**src/rtl/instr_fetch.sv**
```systemverilog
// Instruction fetch unit: one outstanding memory request, two-entry registered
// buffer (output register + skid) feeding decode, with redirect and misalignment fault.
module instr_fetch #(
    parameter logic [31:0] RESET_PC = 32'h0000_0000
) (
    input  logic        clk,
    input  logic        reset,
    output logic        imem_req,
    output logic [31:0] imem_addr,
    input  logic        imem_ack,
    input  logic [31:0] imem_rdata,
    input  logic        stall,
    input  logic        redirect,
    input  logic [31:0] redirect_pc,
    output logic [31:0] instr,
    output logic [5:0]  opcode,
    output logic [31:0] instr_pc,
    output logic        instr_valid,
    output logic        fault
);

    // state    | meaning
    // FETCH    | no request outstanding; issues at pc when the skid is empty
    // WAIT     | request outstanding, data will be kept
    // DISCARD  | request outstanding, data will be dropped
    // HALT     | misaligned redirect seen; idle until reset
    typedef enum logic [1:0] {ST_FETCH, ST_WAIT, ST_DISCARD, ST_HALT} state_t;

    state_t      state_q, state_d;
    logic [31:0] pc_q, pc_d;
    logic [31:0] dis_addr_q, dis_addr_d;
    logic        out_valid_q, out_valid_d;
    logic [31:0] out_instr_q, out_instr_d;
    logic [31:0] out_pc_q, out_pc_d;
    logic        skid_valid_q, skid_valid_d;
    logic [31:0] skid_instr_q, skid_instr_d;
    logic [31:0] skid_pc_q, skid_pc_d;
    logic        fault_q, fault_d;

    logic acked, pending, redir_ok, misaligned, consume, take;

    assign acked      = imem_req & imem_ack;
    assign pending    = imem_req & ~imem_ack;
    assign redir_ok   = redirect & ~fault_q;
    assign misaligned = (redirect_pc[1:0] != 2'b00);
    assign consume    = out_valid_q & ~stall;
    assign take       = acked & ((state_q == ST_FETCH) | (state_q == ST_WAIT));

    always_ff @(posedge clk or negedge reset) begin
        if (!reset) begin
            state_q      <= ST_FETCH;
            pc_q         <= RESET_PC;
            dis_addr_q   <= RESET_PC;
            out_valid_q  <= 1'b0;
            out_instr_q  <= 32'd0;
            out_pc_q     <= 32'd0;
            skid_valid_q <= 1'b0;
            skid_instr_q <= 32'd0;
            skid_pc_q    <= 32'd0;
            fault_q      <= 1'b0;
        end else begin
            state_q      <= state_d;
            pc_q         <= pc_d;
            dis_addr_q   <= dis_addr_d;
            out_valid_q  <= out_valid_d;
            out_instr_q  <= out_instr_d;
            out_pc_q     <= out_pc_d;
            skid_valid_q <= skid_valid_d;
            skid_instr_q <= skid_instr_d;
            skid_pc_q    <= skid_pc_d;
            fault_q      <= fault_d;
        end
    end

    always_comb begin
        state_d = state_q;
        case (state_q)
            ST_FETCH, ST_WAIT: begin
                if (redir_ok) begin
                    if (pending)         state_d = ST_DISCARD;
                    else if (misaligned) state_d = ST_HALT;
                    else                 state_d = ST_FETCH;
                end else if (acked) begin
                    state_d = ST_FETCH;
                end else if (imem_req) begin
                    state_d = ST_WAIT;
                end
            end
            ST_DISCARD: begin
                // A fault raised while discarding parks in HALT once the old request retires
                if (imem_ack)
                    state_d = (fault_q | (redir_ok & misaligned)) ? ST_HALT : ST_FETCH;
            end
            ST_HALT:  state_d = ST_HALT;
            default:  state_d = ST_FETCH;
        endcase
    end

    always_comb begin
        imem_req  = 1'b0;
        imem_addr = pc_q;
        case (state_q)
            ST_FETCH:   imem_req = ~skid_valid_q;
            ST_WAIT:    imem_req = 1'b1;
            ST_DISCARD: begin
                imem_req  = 1'b1;
                imem_addr = dis_addr_q;
            end
            default:    imem_req = 1'b0;
        endcase
        if (!reset)
            imem_req = 1'b0;
    end

    always_comb begin
        pc_d         = pc_q;
        dis_addr_d   = dis_addr_q;
        out_valid_d  = out_valid_q;
        out_instr_d  = out_instr_q;
        out_pc_d     = out_pc_q;
        skid_valid_d = skid_valid_q;
        skid_instr_d = skid_instr_q;
        skid_pc_d    = skid_pc_q;
        fault_d      = fault_q;
        if (redir_ok) begin
            out_valid_d  = 1'b0;
            skid_valid_d = 1'b0;
            if (misaligned) fault_d = 1'b1;
            else            pc_d    = redirect_pc;
            if (pending)    dis_addr_d = imem_addr;
        end else begin
            if (take)
                pc_d = pc_q + 32'd4;
            if (consume || !out_valid_q) begin
                if (skid_valid_q) begin
                    out_valid_d  = 1'b1;
                    out_instr_d  = skid_instr_q;
                    out_pc_d     = skid_pc_q;
                    skid_valid_d = take;
                    skid_instr_d = imem_rdata;
                    skid_pc_d    = imem_addr;
                end else if (take) begin
                    out_valid_d = 1'b1;
                    out_instr_d = imem_rdata;
                    out_pc_d    = imem_addr;
                end else begin
                    out_valid_d = 1'b0;
                end
            end else if (take) begin
                skid_valid_d = 1'b1;
                skid_instr_d = imem_rdata;
                skid_pc_d    = imem_addr;
            end
        end
    end

    assign instr       = out_instr_q;
    assign opcode      = out_instr_q[31:26];
    assign instr_pc    = out_pc_q;
    assign instr_valid = out_valid_q;
    assign fault       = fault_q;

endmodule
```
**config.mk**
```make
export PLATFORM = sky130hd
export DESIGN_NAME = instr_fetch
export DESIGN_NICKNAME = d
export VERILOG_FILES = /design/src/rtl/instr_fetch.sv
export SDC_FILE = /design/constraint.sdc
export NUM_CORES = 1
export LEC_CHECK = 0
export ABC_AREA = 1
export CAP_MARGIN = 20
export CORE_UTILIZATION = 40
export DETAILED_ROUTE_END_ITERATION = 16
export DONT_BUFFER_PORTS = 1
export PLACE_DENSITY = 0.53
export SYNTH_ARGS = -nofsm -noshare
export SYNTH_HDL_FRONTEND = slang
export SYNTH_SLANG_ARGS = --single-unit
```
**constraint.sdc**
```tcl
create_clock -name clk -period 2.01 [get_ports clk]
set_input_delay 0.3015 -clock clk [delete_from_list [all_inputs] [get_ports clk]]
set_output_delay 0.3015 -clock clk [all_outputs]
set_load 0.02 [all_outputs]
```
Word-level counts from Yosys, hierarchy flattened
Index checks and enable logic that the tools add are counted.
{ "totals": {"ff_bits": 197, "inputBits": 69, "output_inout_bits": 105} }
{ "op_classes": {"add_sub_neg": 1, "eq_ne": 7, "mux": 30, "n_bitwise": 13, "reduce_logical": 17} }
{ "op_table": {"columns": ["op", "count"], "rows": [
  ["32-bit two-way mux", 12],
  ["32-bit by 3-bit adder with 32-bit output, second input constant", 1],
  ["2-bit two-way mux", 7],
  ["2-bit nonzero test", 5],
  ["1-bit two-way mux", 9],
  ["2-bit AND reduction", 4],
  ["1-bit AND", 6],
  ["2-bit inequality test, second input constant", 3],
  ["2-bit one-hot mux with 3 select lines", 1],
  ["3-bit AND reduction", 2],
  ["1-bit inverter", 5],
  ["2-bit equality test, second input constant", 2],
  ["4-bit inequality test, second input constant", 1],
  ["2-bit OR reduction", 2],
  ["3-bit nonzero test", 1],
  ["2-bit by 1-bit equality test with 1-bit output, second input constant", 1],
  ["2-bit zero test", 1],
  ["1-bit bitwise OR", 2],
  ["1-bit one-hot mux with 2 select lines", 1],
  ["1-bit zero test", 1],
  ["1-bit logical OR", 1]
]} }

Depth between registers and ports, before layout
{ "depth": {"word_depth": 10, "ltp_mapped": 14} }

Worst setup path before layout
Ideal clock, no wire load.
{ "synth_path": {"path_kind": "register -> register", "startpoint": "register state_q[0]", "endpoint": "register out_pc_q[29] (netlist: instr_pc[29])", "setup_ps": 75, "arrival_ps": 1930, "required_ps": 1935, "path_slack_ps": 5, "stages_incl_launch_ff": 8, "path_buffers": 2, "cell_sequence": "dfrtp_1 -> inv_1 -> ha_1 -> clkbuf_1 -> clkbuf_1 -> o21ai_0 -> mux2i_1 -> o21ai_2"} }
{ "synth_between": {"word_cells_on_any_way": 14, "classes_between": "eq/ne (2); mux (5); bitwise (3); reduce/logical (4)"} }
{ "synth_lines": {"columns": ["item", "line_no", "source"], "rows": [
  ["start: declaration", "29", "state_t state_q, state_d;"],
  ["start signal: assignment", "62", "state_q <= state_d;"],
  ["2-bit equality test", "102", "case (state_q)"],
  ["32-bit two-way mux", "102", null],
  ["via imem_addr[29]", "9", "output logic [31:0] imem_addr,"],
  ["32-bit two-way mux", "142", "end else if (take) begin"],
  ["32-bit two-way mux", "135", "if (skid_valid_q) begin"],
  ["end signal: assignment", "67", "out_pc_q <= out_pc_d;"],
  ["end: declaration", "34", "logic [31:0] out_pc_q, out_pc_d;"]
]} }
The timed path passes the listed nets, and every way through them passes these cells. The select of a mux whose other input is x is not followed.
A chain may end at the register's enable or synchronous reset.

Worst setup path in the final report
{ "layout_path": {"startpoint": "register state_q[0]", "endpoint": "output imem_addr[9]"} }
{ "layout_between": {"elab_chain_len": 2} }
{ "layout_rtl": {"columns": ["item", "line_no"], "rows": [
  ["2-bit equality test", "102"],
  ["32-bit two-way mux", "102"],
  ["end: declaration", "9"]
]} }
No other way between the ends.

==> results.md <==
- Cts-stage hold buffer count: 1
- Largest delay contributor family on the critical path: buffers and inverters
- Critical path class: reg -> out
- Status: complete, but fails checks
- Global-route wire length before repair: 42900 um
- Final WS setup: -99.1 ps
- Most frequent cells after synthesis: nand2_1, dfrtp_1, o21ai_0
- Lkg Pwr: 0.00588 uW
- Crit path DAT: 1810 ps
- FF-to-FF path depth: 12
- CP startpoint kind: flip-flop
- Initial antenna violation count: 0
- Most common flop cell mapped by yosys: dfrtp_1
- Critical path's largest stage delay: 390 ps
- Reg2reg start: state_q[1]$_DFFE_PN0P_
- Setup WS pre-CTS: 87.3 ps
- Synth-to-layout area growth: 19.6%
- Layout Nets: 1383
- Mapped Area: 9870 sq um
- CTS tree: done
- DR DRC count: 0
- Avg WL per Cell: 17.1 um
- Crit path max-delay cell type: dfrtp_1
- VDD IR max: 690 uV
- Initial DRT Pass Iterations: 5
- Setup slack, reg-to-reg: 130 ps
- Cts bufs inserted: 17
- Htree depth: 4
- Routed Antenna Nets: 0
- Vias in the first global route: 7803
- Hold Path Class: in -> async
- Yosys warnings: 0
- Root buffer cell: clkbuf_16
- Total Routed Length: 28100 um
- Die area: 25300 sq um
- Post-synthesis async set-or-reset flop share: 100%
- Top-count cell post-synth: nand2_1
- Starting Density: 40.7%
- Slew @ Worst Pin: 524 ps
- CP dominant cell by count: buf_6
- Die height: 159 um
- Leading area contributor after synthesis: dfrtp_1
- Power per cell area: 1090 nW/um^2
- Die width: 159 um
- Failing checks: hold timing, setup timing
- Mapped Cells: 1280
- Worst r2r dst: instr[27]$_DFFE_PN0P_
- Largest net degree at the start of global routing: 199
- Vias: 8389
- Tmin final: 2110 ps
- GRT Residual Overflow: 0
- Fin area: 11800 sq um
- # Max-Cap Violations: 0
- Fin crit share: 105%
- Dpl hpwl: 17800 um
- # rows: 57
- CP Buf/Inv Count: 4
- Sequential area share after synthesis: 49.9%
- GPL Wtd Cong: 0.892
- GR Util All Layers: 21.3%
- Synth unique cells: 31
- Clk slew on worst S/H paths: 80 ps
- Worst-path cell chain: inv_2, ha_4, buf_6, clkinvlp_4, nand2_2, nand2_4, buf_6
- Max Clock Skew: 15.7 ps
- DP Area: 10500 sq um
- Final Util: 48.7%
- RSZ-0062 raised after global routing: true
- Final hold violation count: 197
- CTS Sinks: 197
- Setup-failing EPs final: 21
- Top-area cell type share of the netlist area: 49.9%
- CP required: 1710 ps
- Top fanout value on the critical path: 8
- DR iter-0 viols: 707
- EDFF count, synth: 0
- FMAX: 474 MHz
- Fin. max-slew vios: 0
- Max clock buf depth: 2
- Top cells by area, synth: dfrtp_1, nand2_1, o21ai_0, nand3_1, nor2_1
- Flop and latch count out of synthesis: 197
- Finished Layout Cells: 1646
- Via density: 5.10
- Mapped Nets: 1354
- N_diodes: 0
- I/O pins: 174
- Clk_lat worst skew: 440 ps
- Worst slew margin: 65.1%
- Fill cells: 2406
- Port buffer count: 0
- Core area: 24200 sq um
- Layout cell share with drive strength beyond 1: 13.9%
- # placed instances: 1594
- Post-Syn Area per Cell: 7.71 sq um
- Endpoint class of the critical path: output port
- Hold Slack: -450 ps
[cells in the final DEF (no fill, tap or decap), types with 3 or more instances in the layout]
master,netlist,final
nand2_1,430,419
dfrtp_1,197,196
o21ai_0,153,122
nor2_1,102,101
nand3_1,91,91
inv_1,85,83
a21oi_1,47,47
buf_4,6,46
o21ai_1,23,32
mux2i_1,32,32
clkbuf_16,0,22
buf_6,8,20
o21ai_2,5,14
buf_12,0,14
o21ai_4,0,13
nand2_2,6,8
or2_2,8,8
nand2_4,0,7
clkinv_4,0,5
ha_1,5,3
[per-stage QoR]
stage	TNS [ps]	total power [uW]
CTS	-1960	12700
global placement	0	9180
floorplan	0	8250
finish	-962	12800
global route	-2660	13600
detailed placement	0	9250
[cells by family (layout without fill, tap and decap cells)]
logic type / Yosys count / in the layout / share of synthesized area, %
fa+ha+maj: 5 / 5 / 0.634
buf+inv: 166 / 208 / 7.40
flops: 197 / 197 / 49.9
compound gates: 234 / 234 / 12.2
mux: 32 / 32 / 3.25
simple gates: 645 / 645 / 26.5
xor+xnor: 1 / 1 / 0.0888
[metal layers]
layer | global-route usage, % | wire (um) | vias to the layer above
met2 | 32.9 | 12900 | 196
met3 | 3.07 | 1080 | 26
met1 | 31.1 | 13700 | 3989
met4 | 5.90 | 396 | 0
li1 | - | - | 4178
met5 | 0 | 0 | -
[how the worst max path moves through the flow]
stage          slack, ps  cells after the start                    from                       end
2_1_floorplan          5                      7  state_q[0]$_DFFE_PN0P_  instr_pc[29]$_DFFE_PN0P_
3_3_place_gp         110                      6  state_q[0]$_DFFE_PN0P_              imem_addr[8]
3_5_place_dp          90                      6  state_q[0]$_DFFE_PN0P_             imem_addr[17]
4_1_cts             -130                      8  state_q[0]$_DFFE_PN0P_             imem_addr[11]
5_1_grt             -150                      7  state_q[0]$_DFFE_PN0P_              imem_addr[9]
6_report            -100                      7  state_q[0]$_DFFE_PN0P_              imem_addr[9]
[area by class of cell]
| cell class | instances | area, sq um | area share (%) |
|---|---|---|---|
| flip-flops and latches | 197 | 4930 | 41.8 |
| multi-input cells | 917 | 4510 | 38.2 |
| repair buffers | 88 | 1040 | 8.82 |
| clock buffers | 19 | 453 | 3.84 |
| well taps | 324 | 405 | 3.44 |
| inverters | 88 | 339 | 2.87 |
| clock inverters | 13 | 118 | 0.997 |
[power breakdown]
| group | switching, uW | leakage (uW) | total (uW) | internal, uW |
|---|---|---|---|---|
| clock | 1660 | 0.000280 | 3360 | 1690 |
| sequential | 1450 | 0.00250 | 6450 | 5010 |
| combinational | 1780 | 0.00310 | 2990 | 1210 |
[state kept, by name, indices dropped and copies added, names as in the netlist]
register	cells
skid_valid_q	1
dis_addr_q	32
skid_instr_q	32
state_q	2
pc_q	32
skid_pc_q	32
instr_valid	1
instr	32
fault	1
instr_pc	32
[timing repair]
item	4_1_cts	5_1_grt
gates cloned	0	8
hold endpoints to repair	198	197
gates resized for setup	44	75
endpoints found under the setup margin	32	124
pin swaps	1	12
setup buffers	5	7
No activity file was read; power rests on OpenSTA's default activity.
